[src/rtl/bcd2bin_amisha_pkg.sv]
// Shared constants, FSM state encoding and digit helpers for the BCD-to-binary converter.
package bcd2bin_pkg_amisha;

    localparam int DIGIT_W = 4;
    localparam int NUM_DIG = 4;
    localparam int BCD_W   = DIGIT_W * NUM_DIG;
    localparam int BIN_W   = 14;
    localparam int ITER    = 14;
    localparam int CNT_W   = 4;

    typedef enum logic [1:0] {
        ST_IDLE = 2'b00,
        ST_OP   = 2'b01,
        ST_DONE = 2'b10
    } state_t;

    function automatic logic digit_bad(input logic [DIGIT_W-1:0] d);
        return d > DIGIT_W'(9);
    endfunction

endpackage

[src/rtl/bcd2bin_amisha_if.sv]
// Start/result handshake bundle between decimal entry logic and the converter.
interface bcd2bin_if_amisha;
    import bcd2bin_pkg_amisha::*;

    logic               start_amisha;
    logic [DIGIT_W-1:0] bcd3_amisha;
    logic [DIGIT_W-1:0] bcd2_amisha;
    logic [DIGIT_W-1:0] bcd1_amisha;
    logic [DIGIT_W-1:0] bcd0_amisha;
    logic               ready_amisha;
    logic               done_tick_amisha;
    logic               err_amisha;
    logic [BIN_W-1:0]   bin_amisha;

    modport master (
        output start_amisha, bcd3_amisha, bcd2_amisha, bcd1_amisha, bcd0_amisha,
        input  ready_amisha, done_tick_amisha, err_amisha, bin_amisha
    );

    modport slave (
        input  start_amisha, bcd3_amisha, bcd2_amisha, bcd1_amisha, bcd0_amisha,
        output ready_amisha, done_tick_amisha, err_amisha, bin_amisha
    );

endinterface

[src/rtl/bcd2bin_amisha_corr.sv]
// Reverse double-dabble digit fix-up: a digit that reached 8+ after the right shift loses 3.
module bcd_corr_amisha
    import bcd2bin_pkg_amisha::*;
(
    input  logic [DIGIT_W-1:0] digit,
    output logic [DIGIT_W-1:0] fixed
);

    assign fixed = (digit >= DIGIT_W'(8)) ? digit - DIGIT_W'(3) : digit;

endmodule

[src/rtl/bcd2bin_amisha.sv]
// Iterative 4-digit BCD-to-binary converter: one right shift plus digit correction per cycle.
module bcd2bin_amisha
    import bcd2bin_pkg_amisha::*;
(
    input  logic             clk_amisha,
    input  logic             reset_amisha,
    bcd2bin_if_amisha.slave  bus
);

    state_t             state, state_nxt;
    logic [BCD_W-1:0]   bcd_q, bcd_nxt;
    logic [BIN_W-1:0]   bin_q, bin_nxt;
    logic [CNT_W-1:0]   n_q, n_nxt;
    logic               err_q, err_nxt;

    logic [BCD_W+BIN_W-1:0]          shifted;
    logic [NUM_DIG-1:0][DIGIT_W-1:0] dig_sh, dig_fix;
    logic                            any_bad;

    // bcd0's LSB falls into the binary MSB as the 30-bit pair shifts right
    assign shifted = {bcd_q, bin_q} >> 1;
    assign dig_sh  = shifted[BCD_W+BIN_W-1:BIN_W];

    genvar g;
    generate
        for (g = 0; g < NUM_DIG; g++) begin : g_corr
            bcd_corr_amisha u_corr (
                .digit (dig_sh[g]),
                .fixed (dig_fix[g])
            );
        end
    endgenerate

    assign any_bad = digit_bad(bus.bcd3_amisha) | digit_bad(bus.bcd2_amisha) |
                     digit_bad(bus.bcd1_amisha) | digit_bad(bus.bcd0_amisha);

    always_ff @(posedge clk_amisha or posedge reset_amisha) begin
        if (reset_amisha) begin
            state <= ST_IDLE;
            bcd_q <= '0;
            bin_q <= '0;
            n_q   <= '0;
            err_q <= 1'b0;
        end else begin
            state <= state_nxt;
            bcd_q <= bcd_nxt;
            bin_q <= bin_nxt;
            n_q   <= n_nxt;
            err_q <= err_nxt;
        end
    end

    always_comb begin
        state_nxt = state;
        bcd_nxt   = bcd_q;
        bin_nxt   = bin_q;
        n_nxt     = n_q;
        err_nxt   = err_q;
        case (state)
            ST_IDLE: begin
                if (bus.start_amisha) begin
                    bin_nxt = '0;
                    if (any_bad) begin
                        err_nxt   = 1'b1;
                        state_nxt = ST_DONE;
                    end else begin
                        bcd_nxt   = {bus.bcd3_amisha, bus.bcd2_amisha,
                                     bus.bcd1_amisha, bus.bcd0_amisha};
                        n_nxt     = CNT_W'(ITER);
                        err_nxt   = 1'b0;
                        state_nxt = ST_OP;
                    end
                end
            end
            ST_OP: begin
                bcd_nxt = dig_fix;
                bin_nxt = shifted[BIN_W-1:0];
                n_nxt   = n_q - CNT_W'(1);
                if (n_nxt == '0)
                    state_nxt = ST_DONE;
            end
            ST_DONE: state_nxt = ST_IDLE;
            default: state_nxt = ST_IDLE;
        endcase
    end

    assign bus.ready_amisha     = (state == ST_IDLE);
    assign bus.done_tick_amisha = (state == ST_DONE);
    assign bus.err_amisha       = err_q;
    assign bus.bin_amisha       = bin_q;

endmodule

[src/flat_wrapper.sv]
// flat-port wrapper written by rule: the top's interface ports become plain ports
module bcd2bin_amisha_flat import bcd2bin_pkg_amisha::*;
  (clk_amisha, reset_amisha, bus_start_amisha, bus_bcd3_amisha, bus_bcd2_amisha, bus_bcd1_amisha, bus_bcd0_amisha, bus_ready_amisha, bus_done_tick_amisha, bus_err_amisha, bus_bin_amisha);
  bcd2bin_if_amisha bus_i ();
  input  logic clk_amisha;
  input  logic reset_amisha;
  input wire logic [$bits(bus_i.start_amisha)-1:0] bus_start_amisha;
  input wire logic [$bits(bus_i.bcd3_amisha)-1:0] bus_bcd3_amisha;
  input wire logic [$bits(bus_i.bcd2_amisha)-1:0] bus_bcd2_amisha;
  input wire logic [$bits(bus_i.bcd1_amisha)-1:0] bus_bcd1_amisha;
  input wire logic [$bits(bus_i.bcd0_amisha)-1:0] bus_bcd0_amisha;
  output wire logic [$bits(bus_i.ready_amisha)-1:0] bus_ready_amisha;
  output wire logic [$bits(bus_i.done_tick_amisha)-1:0] bus_done_tick_amisha;
  output wire logic [$bits(bus_i.err_amisha)-1:0] bus_err_amisha;
  output wire logic [$bits(bus_i.bin_amisha)-1:0] bus_bin_amisha;
  assign bus_i.start_amisha = bus_start_amisha;
  assign bus_i.bcd3_amisha = bus_bcd3_amisha;
  assign bus_i.bcd2_amisha = bus_bcd2_amisha;
  assign bus_i.bcd1_amisha = bus_bcd1_amisha;
  assign bus_i.bcd0_amisha = bus_bcd0_amisha;
  assign bus_ready_amisha = bus_i.ready_amisha;
  assign bus_done_tick_amisha = bus_i.done_tick_amisha;
  assign bus_err_amisha = bus_i.err_amisha;
  assign bus_bin_amisha = bus_i.bin_amisha;
  bcd2bin_amisha u_core (.clk_amisha(clk_amisha), .reset_amisha(reset_amisha), .bus(bus_i));
endmodule
[config.mk]
export PLATFORM = sky130hd
export DESIGN_NAME = bcd2bin_amisha_flat
export DESIGN_NICKNAME = d
export VERILOG_FILES = /design/src/rtl/bcd2bin_amisha_pkg.sv /design/src/rtl/bcd2bin_amisha_if.sv /design/src/rtl/bcd2bin_amisha_corr.sv /design/src/rtl/bcd2bin_amisha.sv /design/src/flat_wrapper.sv
export SDC_FILE = /design/constraint.sdc
export NUM_CORES = 1
export LEC_CHECK = 0
export ABC_AREA = 1
export BUFFER_PORTS_ARGS = -buffer_cell sky130_fd_sc_hd__buf_2
export CORE_MARGIN = 2
export CORE_UTILIZATION = 30
export CTS_CLUSTER_DIAMETER = 100
export DETAILED_ROUTE_END_ITERATION = 10
export PLACE_DENSITY = 0.44
export RECOVER_POWER = 100
export SLEW_MARGIN = 30
export SYNTH_ARGS = -nofsm -noshare
export SYNTH_HDL_FRONTEND = slang
export SYNTH_HIERARCHICAL = 1
export SYNTH_SLANG_ARGS = --single-unit
[constraint.sdc]
create_clock -name clk_amisha -period 2.3 [get_ports clk_amisha]
set_clock_uncertainty 0.15 [all_clocks]
set_input_delay 0.23 -clock clk_amisha [delete_from_list [all_inputs] [get_ports clk_amisha]]
set_output_delay 0.23 -clock clk_amisha [all_outputs]
set_load 0.005 [all_outputs]
Word-level counts from Yosys, hierarchy flattened
Cells that the tools add are included.
- flip-flop bits (word level): 37
- input bits: 19
- output and inout bits: 17
- logic and storage cells: 50
- $add $sub $neg: 5
- magnitude comparators: 8
- equality and inequality tests: 5
- muxes and demuxes: 17
- bitwise logic cells: 3
- reductions and logical operators: 7
- operators by type and width (cell ; number):
    $mux W16 ; 2
    $pmux W16 S2 ; 1
    $pmux W14 S2 ; 1
    $mux W4 ; 6
    $gt A4 B4 Y1 const B ; 4
    $mux W14 ; 1
    $ge A4 B4 Y1 const B ; 3
    $sub A4 B2 Y4 const B ; 3
    $pmux W4 S2 ; 1
    $mux W2 ; 3
    $reduce_and A2 Y1 ; 3
    $ge A3 B4 Y1 const B ; 1
    $logic_not A4 Y1 ; 1
    $ne A2 B2 Y1 const B ; 2
    $pmux W2 S2 ; 1
    $sub A3 B2 Y4 const B ; 1
    $sub A4 B1 Y4 const B ; 1
    $or A1 B1 Y1 ; 3
    $reduce_and A3 Y1 ; 1
    $eq A2 B1 Y1 const B ; 1
    $eq A2 B2 Y1 const B ; 1
    $logic_not A2 Y1 ; 1
    $ne A2 B1 Y1 const B ; 1
    $reduce_bool A2 Y1 ; 1
    $mux W1 ; 1

Logic depth before layout (Yosys ltp)
Gate-level depths: netlist of the first run.
- depth in word-level cells: 7
- gate-level depth with buffers: 10

Cells and area by module
The synthesis of the first run kept the hierarchy.
- by module, submodules not included (module ; instances ; cells each ; area an instance (µm²) ; sequential area each (µm²)):
    bcd2bin_amisha ; 1 ; 232 ; 1828.0 ; 925.9
    bcd_corr_amisha ; 4 ; 16 ; 88.8 ; 0.0

Least setup slack after synthesis of the first run
No wires, ideal clock.
- path kind: reg2reg
- start: reg u_core.n_q[0]
- end: reg u_core.state[1]
- data arrival time: 1.070 ns
- data required time: 2.028 ns
- slack: 0.958 ns
- stages on the path, launching flop included: 7
- cells stage by stage: dfrtp_1 -> inv_1 -> ha_1 -> xnor2_1 -> and2_1 -> a21oi_1 -> nor2_1
- longest elaborated chain between the ends: 4
- RTL lines (item ; RTL line ; RTL):
    start, declared ; bcd2bin_amisha.sv:13 ; logic [CNT_W-1:0] n_q, n_nxt;
    start signal, assigned ; bcd2bin_amisha.sv:48 ; n_q <= n_nxt;
    $sub A4 B1 Y4 ; bcd2bin_amisha.sv:78 ; n_nxt = n_q - CNT_W'(1);
    $logic_not A4 Y1 ; bcd2bin_amisha.sv:79 ; if (n_nxt == '0)
    $ne A2 B1 Y1 (no line) ; -- ;
    $reduce_and A2 Y1 (no line) ; -- ;
    end signal, assigned ; bcd2bin_amisha.sv:45 ; state <= state_nxt;
    end, declared ; bcd2bin_amisha.sv:10 ; state_t state, state_nxt;
No other way between the ends.
A chain may end at the register's enable or synchronous reset.

Worst setup path in the final report of the first run
- start: reg u_core.state[0]
- end: reg u_core.n_q[2]
- longest elaborated chain between the ends: 3
- elaborated cells on any way between the ends: 7
- those cells by class: eq/ne (3); mux (1); reduce/logical (3)
- RTL lines (item ; RTL line ; RTL):
    $logic_not A2 Y1 or $eq A2 B1 Y1 (tied branches) ; bcd2bin_amisha.sv:59 ; case (state)
    $ne A2 B2 Y1 (no line) or $reduce_bool A2 Y1 (tied branches) ; -- ;
    $reduce_and A3 Y1 (no line) ; -- ;
Several ways; a longest one is shown, not always the timed one.

==> flow_summary.toml, run 1 <==
[sta]
layout_setup_ws_ns = 0.3696
post-route-period-util = 0.8393
fmax_mhz = 518.0
setup_tns_ns = 0
rsz0062_at_grt = "false"
setup_viol = 0
fin_crit_ns = 1.930
relSlewSlack = 0.3510
maxSlewViolCount = 0
finalHoldViolations = 0
tightestPinTransition_ns = 0.9734

[layout]
syn_to_final_growth_pct = 15.47
postLayoutCoreUtil = 0.3533
nets = 367
num_antenna_cells = 0
final_cell_mix = "nand2_1, inv_1, dfrtp_1, nand3_1, buf_2"
layout_commonest_cell = "nand2_1"
drive_gt1_frac = 0.1180
num-fill-cells = 822
ff_latch_area_um2 = 925.9
multi_input_area_um2 = 1010

[placed_design]
portBuffers = 35
dp_slack_ns = 0.4921
gp_congestion = 0.7218
dp_hpwl_um = 3464

[grt]
grt_max_degree = 38
grt_pass1_wl_um = 8604
track_usage = 0.1408
grt_pass1_vias = 1804
overflow = 0
antenna_found_initial = 0

[die]
die_h_um = 89.31
io_pins = 36
fp.dieW_um = 89.31
initial_utilization = 0.3059
core_um2 = 7137
rows = 31
die_area_um2 = 7976

[cts]
ctsHtreeMaxLevel = 2
clock-root-buffer = "clkbuf_8"
cts_resized = 0
tritoncts = "yes"
postCtsSetupRepairBufs = 0
cts_sinks = 37
clk_latency_ns = 0.29
cts.clk_slew.worst_paths_ns = 0.08
cts_buffer_depth = 2
cts_buffers = 5

[yosys]
synth_cell_types = 22
syn_inst = 296
yosysWarningCount = 6
synth_area_per_cell_um2 = 7.376
seq_area_frac_synth = 0.4241
netlist_area_um2 = 2183
synth_seq_cells = 37

[setup_path]
worstPathBufferInverterCount = 1
path_cells = "nand2_1 > nand2_4 > nand2_1 > clkbuf_2 > nand2_1 > nand2_1"
cp_max_fo = 23
crit_top_cell = "nand2_1"
worstRegToRegCells = 6
end_kind = "register"
crit_path_max_incr_delay_ns = 0.42
crit_arrival_ns = 2.01
critical_path_class = "register to register"
crit_slowest_cell = "dfrtp_1"
startpoint_type = "register"
critical_path_required_ns = 2.38
crit_family = "simple AND/OR/NAND/NOR gates"
path_depth = 6

[drt]
drc_errors = 0
dr_total_vias = 1841
routed_wl_um = 5152
dr.pass1.iters = 4
vias_per_cell = 4.203
drt_iter0_drc = 111
postRouteAntennaNets = 0
wl_per_cell_um = 11.76

[run]
max_cap_viol_count = 0

[run_status]
status = "completed"

[power_and_ir_drop]
power-per-cell-area_nw_per_um2 = 1143
p_leak_uw = 0.001363
peakVddDrop_mv = 0.4938

[worst_hold_path]
holdPathStages = 3
min_path_type = "primary input to register"
==> report_power, final <==
part | total [µW] | internal (µW) | switching, µW | leakage [µW]
registers | 1080 | 864 | 214 | 0.000477
clock network | 470 | 215 | 255 | 0.0000445
logic | 1330 | 467 | 868 | 0.000842
==> synth_stat cells <==
library cell	count	area share
a21oi_1	3	0.0069
conb_1	1	0.0017
o21ai_0	11	0.025
nand2_2	1	0.0029
nor2_1	15	0.026
nand2_4	1	0.0052
clkbuf_1	1	0.0017
nand3_1	23	0.053
inv_1	44	0.076
xnor2_1	1	0.0040
a21boi_1	4	0.014
and2_1	1	0.0029
o22ai_1	12	0.034
dfrtp_1	37	0.42
buf_6	2	0.010
nand2_1	114	0.20
nand3_2	2	0.0092
buf_2	2	0.0046
buf_4	6	0.021
buf_12	1	0.0092
xor2_1	4	0.016
ha_1	10	0.057
==> metal layers <==
metal  vias up  track usage  wire [µm]  part of all wire
li1        984            -          -                 -
met3         2      0.03324        201             0.039
met2        30       0.2310       2407              0.47
met5         -            0          0                 0
met4         0      0.02849         27            0.0052
met1       825       0.1909       2516              0.49
==> sequential cells by signal, indices dropped and copies added (netlist names) <==
name                   count
u_core/bcd_q              16
u_core/bus.bin_amisha     14
u_core/bus.err_amisha      1
u_core/n_q                 4
u_core/state               2
==> cell families after synthesis <==
kind of cell / count (synthesis) / share of synthesized area
simple gates: 157 / 0.2946
flops: 37 / 0.4241
buf+inv: 56 / 0.1221
fa+ha+maj: 10 / 0.05731
other cells: 1 / 0.001718
compound gates: 30 / 0.08023
xor+xnor: 5 / 0.02006
==> timing repair <==
item,CTS,global route
hold buffers,1,0
hold endpoints to repair,37,0
setup endpoints to repair,0,0
==> through the flow <==
stage | power (µW) | instance area (µm²) | hold slack, ns | std cells
5_1_grt | 3204 | 2521 | 0.1182 | 438
3_3_place_gp | 2445 | 2445 | 0.2351 | 429
3_5_place_dp | 2452 | 2445 | 0.2418 | 429
6_report | 2882 | 2521 | 0.09009 | 438
2_1_floorplan | 2174 | 2202 | 0.2597 | 301
4_1_cts | 2950 | 2545 | 0.09342 | 438
==> layout make-up <==
| cell class | instances | share of cell area |
|---|---|---|
| multi-input cells | 208 | 0.4005 |
| well taps | 99 | 0.04913 |
| inverters | 44 | 0.06551 |
| clock inverters | 3 | 0.008437 |
| repair buffers | 42 | 0.08189 |
| clock buffers | 5 | 0.02730 |
| flip-flops and latches | 37 | 0.3672 |
==> worst paths after layout <==
check	slack, ns	startpoint	end
worst min register to register	0.33	u_core/bcd_q[0]$_DFFE_PP0P_	u_core/bcd_q[0]$_DFFE_PP0P_
worst min-delay path	0.09	bus_start_amisha	u_core/bus.err_amisha$_DFFE_PP0P_
worst max register to register	0.37	u_core/state[0]$_DFFE_PP0P_	u_core/n_q[2]$_DFFE_PP0P_
min in group asynchronous	0.64	reset_amisha	u_core/bus.bin_amisha[3]$_DFFE_PP0P_
worst max-delay path	0.37	u_core/state[0]$_DFFE_PP0P_	u_core/n_q[2]$_DFFE_PP0P_
max in group asynchronous	0.76	reset_amisha	u_core/bcd_q[7]$_DFFE_PP0P_
==> worst register-to-register path, delay by kind of cell, from the launching register on <==
family | cells | cell delay, ns
buffers and inverters | 1 | 0.40
and+or+nand+nor | 5 | 0.90
DFF | 1 | 0.42
Note: power is estimated with default switching activity, not from simulation.
==> run 2: changes to the inputs <==
==> constraint.sdc (replaced) <==
create_clock -name clk_amisha -period 1.8 [get_ports clk_amisha]
set_clock_uncertainty 0.15 [all_clocks]
set_input_delay 0.18 -clock clk_amisha [delete_from_list [all_inputs] [get_ports clk_amisha]]
set_output_delay 0.18 -clock clk_amisha [all_outputs]
set_load 0.005 [all_outputs]
==> flow_summary.toml, run 2 (synthesis results as in run 1) <==
[power_and_ir_drop]
power-per-cell-area_nw_per_um2 = 1473
netSwitchingFraction = 0.4470
p_leak_uw = 0.001377
power_frac_seq = 0.369
peakVddDrop_mv = 0.6244
p_int_uw = 2080
p_comb_frac = 0.460
pwr-share-clk = 0.171
p_switching_uw = 1682

[cts]
ctsHtreeMaxLevel = 2
cts.clk_slew.worst_paths_ns = 0.08
cts_sinks = 37
clk_latency_ns = 0.29
cts_resized = 0
clock-root-buffer = "clkbuf_8"
cts_buffers = 5
hold_buffers = 1
tritoncts = "yes"
cts_buffer_depth = 2
postCtsSetupRepairBufs = 0

[layout]
syn_to_final_growth_pct = 16.96
regMostFlops = "u_core/bcd_q"
final_cell_mix = "nand2_1, inv_1, dfrtp_1, nand3_1, buf_2"
drive_gt1_frac = 0.1176
num-fill-cells = 810
layout_commonest_cell = "nand2_1"
largest_reg_flops = 16
num_antenna_cells = 0
nets = 368

[die]
fp.dieW_um = 89.31
die_h_um = 89.31
die_area_um2 = 7976
rows = 31
core_um2 = 7137
io_pins = 36
initial_utilization = 0.3059

[sta]
post-route-period-util = 0.8934
fmax_mhz = 621.9
setup_viol = 0
tightestPinTransition_ns = 0.9253
hold_slack_ns = 0.03134
rsz0062_at_grt = "false"
setup_tns_ns = 0
maxSlewViolCount = 0
finalHoldViolations = 0
fin_crit_ns = 1.608
relSlewSlack = 0.3831
layout_setup_ws_ns = 0.1920

[run]
max_cap_viol_count = 0

[grt]
antenna_found_initial = 0
grt_util_met1 = 0.1917
track_usage = 0.1391
grt_pass1_wl_um = 8514
grt_pass1_vias = 1774
grt_use_met2 = 0.2236
grt_max_degree = 38
overflow = 0
top_usage_layer = "met2"
grt_use_met3 = 0.02862

[setup_path]
cp-endpoint = "u_core/bcd_q[2]$_DFFE_PP0P_"
reg2reg_to = "u_core/bcd_q[2]$_DFFE_PP0P_"
end_kind = "register"
crit_arrival_ns = 1.68
worstRegToRegCells = 6
critical_path_required_ns = 1.87
critical_path_class = "register to register"
crit_start = "u_core/state[0]$_DFFE_PP0P_"
cp_max_fo = 20
rr_startpoint = "u_core/state[0]$_DFFE_PP0P_"
startpoint_type = "register"
rrSetupSlack_ns = 0.19

[placed_design]
portBuffers = 35
gp_congestion = 0.7651
dp_slack_ns = 0.2156
dp_hpwl_um = 3504

[drt]
routed_wl_um = 4989
vias_per_cell = 4.298
drc_errors = 0
drt_iter0_drc = 58
postRouteAntennaNets = 0
dr.pass1.iters = 4
dr_total_vias = 1887
wl_per_cell_um = 11.36

[worst_hold_path]
min_path_type = "primary input to register"

[run_status]
status = "completed"
[run 2: changes by cell type in the layout (fill, tap and decap cells not counted), sizes merged]
cell,delta
clkbuf,+3
clkinvlp,-1
inv,-1
[run 2: layout make-up]
cell class	count	area, µm²	area share
flip-flops and latches	37	925.9	0.3626
clock buffers	7	96.34	0.03773
clock inverters	1	5.005	0.001960
well taps	99	123.9	0.04851
inverters	44	165.2	0.06467
repair buffers	43	227.7	0.08917
multi-input cells	208	1010	0.3954
[run 2: layer usage]
layer  up-vias  part of all wire
li1        987                 -
met1       869              0.51
met2        24              0.45
met3         7             0.029
met4         0             0.012
met5         -                 0
[run 2: worst min-delay path by stage]
| stage | start | cells after the start | slack [ns] | end |
|---|---|---|---|---|
| finish | bus_start_amisha | 3 | 0.03 | u_core/bus.err_amisha$_DFFE_PP0P_ |
| global route | bus_start_amisha | 3 | 0.05 | u_core/bus.err_amisha$_DFFE_PP0P_ |
| detailed placement | reset_amisha | 3 | 0.17 | u_core/bus.bin_amisha[2]$_DFFE_PP0P_ |
| floorplan | reset_amisha | 1 | 0.21 | u_core/bcd_q[0]$_DFFE_PP0P_ |
| global placement | reset_amisha | 3 | 0.18 | u_core/bus.bin_amisha[2]$_DFFE_PP0P_ |
| CTS | bus_start_amisha | 3 | 0.02 | u_core/bus.err_amisha$_DFFE_PP0P_ |
[run 2: power groups by stage]
| stage | combinational (µW) | sequential (µW) | clock, µW |
|---|---|---|---|
| after CTS | 1820 | 1400 | 672 |
| final | 1730 | 1390 | 642 |
| after floorplan | 1450 | 1330 | 0 |
| after global placement | 1800 | 1410 | 0 |
| after detailed placement | 1810 | 1410 | 0 |
| after global routing | 2030 | 1450 | 706 |
[run 2: worst max-delay path, cell delays in order (launching register included)]
cell and delay, ns:
dfrtp_1 0.43, nor2_1 0.25, nand2_2 0.18, nand2_1 0.10, clkbuf_4 0.27, nand2_1 0.08
nand2_1 0.07
[run 2: stage by stage]
| stage | instances | utilization | area [µm²] | total power (µW) |
|---|---|---|---|---|
| after detailed placement | 430 | 0.3471 | 2477 | 3219 |
| after global placement | 430 | 0.3471 | 2477 | 3212 |
| after floorplan | 301 | - | 2202 | 2778 |
| after CTS | 439 | 0.3627 | 2589 | 3890 |
| after global routing | 439 | 0.3578 | 2554 | 4191 |
| final | 439 | 0.3578 | 2554 | 3762 |
==> run 3: changes to the inputs <==
--- a/config.mk
+++ b/config.mk
@@ -11,10 +11,10 @@
 export CORE_UTILIZATION = 30
 export CTS_CLUSTER_DIAMETER = 100
 export DETAILED_ROUTE_END_ITERATION = 10
+export HOLD_SLACK_MARGIN = 0.08
 export PLACE_DENSITY = 0.44
 export RECOVER_POWER = 100
 export SLEW_MARGIN = 30
 export SYNTH_ARGS = -nofsm -noshare
 export SYNTH_HDL_FRONTEND = slang
-export SYNTH_HIERARCHICAL = 1
 export SYNTH_SLANG_ARGS = --single-unit
==> flow_summary.toml, run 3 <==
[grt]
antenna_found_initial = 0
grt_pass1_vias = 1777
top_usage_layer = "met2"
overflow = 0
grt_use_met3 = 0.03272
grt_use_met2 = 0.2213
track_usage = 0.1442
grt_max_degree = 38
grt_pass1_wl_um = 8383
grt_util_met1 = 0.2010

[yosys]
synth_commonest_cells = "nand2_1, dfrtp_1, inv_1"
synth_top_cell_area_share = 0.4579
seq_area_frac_synth = 0.4579
synth_cell_types = 21
yosys-top-cells-area = "dfrtp_1, nand2_1, nand3_1, inv_1, ha_1"
synth_area_per_cell_um2 = 7.630
synth_seq_cells = 37
netlist_area_um2 = 2022
syn_nets = 292
post-synth-top-count-cell = "nand2_1"
synth_edf_count = 0
yosysWarningCount = 0
synthArstFlopShare = 1.000
syn_inst = 265
synth_top_area_cell = "dfrtp_1"
synthFlopType = "dfrtp_1"

[sta]
fmax_mhz = 615.2
maxSlewViolCount = 0
setup_tns_ns = 0
layout_setup_ws_ns = 0.1746
fin_crit_ns = 1.625
relSlewSlack = 0.3485
setup_viol = 0
post-route-period-util = 0.9030
hold_slack_ns = 0.07344
tightestPinTransition_ns = 0.9772
finalHoldViolations = 0
rsz0062_at_grt = "false"

[layout]
final_cell_mix = "nand2_1, dfrtp_1, inv_1, nand3_1, buf_2"
layout_commonest_cell = "nand2_1"
num_antenna_cells = 0
syn_to_final_growth_pct = 18.07
stdcell_area_um2 = 2387
postLayoutCoreUtil = 0.3717
nets = 333
largest_reg_flops = 16
drive_gt1_frac = 0.1498
regMostFlops = "u_core.bcd_q"

[setup_path]
rr_startpoint = "u_core.state[1]$_DFFE_PP0P_"
startpoint_type = "register"
worstRegToRegCells = 7
rrSetupSlack_ns = 0.17
end_kind = "register"
cp_max_fo = 24
critical_path_class = "register to register"
critical_path_required_ns = 1.88
crit_arrival_ns = 1.71
reg2reg_to = "u_core.bcd_q[4]$_DFFE_PP0P_"

[drt]
dr.pass1.iters = 4
wl_per_cell_um = 12.82
drc_errors = 0
routed_wl_um = 4923
postRouteAntennaNets = 0
drt_iter0_drc = 81
dr_total_vias = 1761
vias_per_cell = 4.586

[placed_design]
gp_congestion = 0.7505
portBuffers = 35
dp_slack_ns = 0.1838
postPlaceCellArea_um2 = 2271
dp_hpwl_um = 3480

[cts]
cts_buffer_depth = 2
ctsHtreeMaxLevel = 2
cts_sinks = 37
cts_buffers = 5
clk_latency_ns = 0.29
clock-root-buffer = "clkbuf_8"
tritoncts = "yes"
cts_resized = 0
cts.clk_slew.worst_paths_ns = 0.07
postCtsSetupRepairBufs = 0

[power_and_ir_drop]
power-per-cell-area_nw_per_um2 = 1503
netSwitchingFraction = 0.4170
p_switching_uw = 1496
pwr-share-clk = 0.210
power_frac_seq = 0.378
p_comb_frac = 0.412
peakVddDrop_mv = 0.7126
p_leak_uw = 0.001271
p_int_uw = 2092

[run_status]
status = "completed"

[die]
core_um2 = 6422
die_area_um2 = 7412
initial_utilization = 0.3148
die_h_um = 86.10
fp.dieW_um = 86.10
io_pins = 36
rows = 29

[run]
max_cap_viol_count = 0

[worst_hold_path]
min_path_type = "primary input to register"
holdPathStages = 5
holdCritStartpoint = "bus_bcd2_amisha[0]"
hold_end = "u_core.bcd_q[8]$_DFFE_PP0P_"
==> run 3: cell types whose count changed after synthesis, moves of 5 or more <==
cell and change:
o21ai_0 -8, a21oi_1 +7, inv_1 -12, nor2_1 +6, nand2_1 -25, nand3_1 +5
==> run 3: layout make-up <==
type,count,area (µm²)
inverter,33,123.9
multi-input combinational,183,882.1
clock buffer,7,86.33
timing repair buffer,46,242.7
fill,727,4035
clock inverter,1,30.03
tap,77,96.34
sequential,37,925.9
==> run 3: worst max path at each step <==
stage                                     start  slack [ns]                          end  depth (start not counted)
finish              u_core.state[1]$_DFFE_PP0P_        0.17  u_core.bcd_q[4]$_DFFE_PP0P_                          7
global route        u_core.state[1]$_DFFE_PP0P_        0.03  u_core.bcd_q[4]$_DFFE_PP0P_                          7
CTS                 u_core.state[1]$_DFFE_PP0P_        0.17  u_core.bcd_q[4]$_DFFE_PP0P_                          7
detailed placement  u_core.state[1]$_DFFE_PP0P_        0.18  u_core.bcd_q[4]$_DFFE_PP0P_                          7
global placement    u_core.state[1]$_DFFE_PP0P_        0.16  u_core.bcd_q[4]$_DFFE_PP0P_                          7
floorplan             u_core.n_q[0]$_DFFE_PP0P_        0.46  u_core.state[1]$_DFFE_PP0P_                          6
==> run 3: critical path, cell delays in order (launching register included) <==
cell and delay [ns]:
dfrtp_1 0.39, inv_1 0.09, nand2_1 0.14, inv_2 0.37, nand3_1 0.17, nand2_1 0.11, nand3_1 0.08, nand2_1 0.07
==> run 3: cell families (layout without fill, tap and decap cells) <==
kind of cell | count (synthesis) | in the layout | synth area share
DFF | 37 | 37 | 0.4579
and+or+nand+nor | 142 | 142 | 0.2890
adders and majority gates | 8 | 8 | 0.04951
xor gates and xnor gates | 1 | 1 | 0.004332
buffers and inverters | 45 | 87 | 0.1058
AOI/OAI and AO/OA | 32 | 32 | 0.09344
==> run 3: routing by layer <==
metal  vias to the layer above  wire [µm]  part of all wire
li1                        919          -                 -
met1                       817       2505              0.51
met2                        20       2219              0.45
met3                         5        146             0.030
met4                         0         52             0.011
met5                         -          0                 0
==> run 3: what timing repair did <==
| action | in CTS | in global routing |
|---|---|---|
| endpoints found under the hold margin | 38 | 0 |
| endpoints found under the setup margin | 0 | 0 |
| hold buffers | 2 | 0 |
==> run 3: metrics by stage <==
step / instances / total power (µW)
2_1_floorplan: 265 / 2504
3_3_place_gp: 374 / 2898
3_5_place_dp: 374 / 2895
4_1_cts: 384 / 3670
5_1_grt: 384 / 3953
6_report: 384 / 3588
==> run 3: power by group through the flow <==
stage	Clock [µW]	Sequential, µW	Combinational [µW]
5_1_grt	817	1400	1730
3_5_place_dp	0	1380	1520
6_report	754	1360	1480
2_1_floorplan	0	1300	1200
4_1_cts	780	1360	1530
3_3_place_gp	0	1370	1520
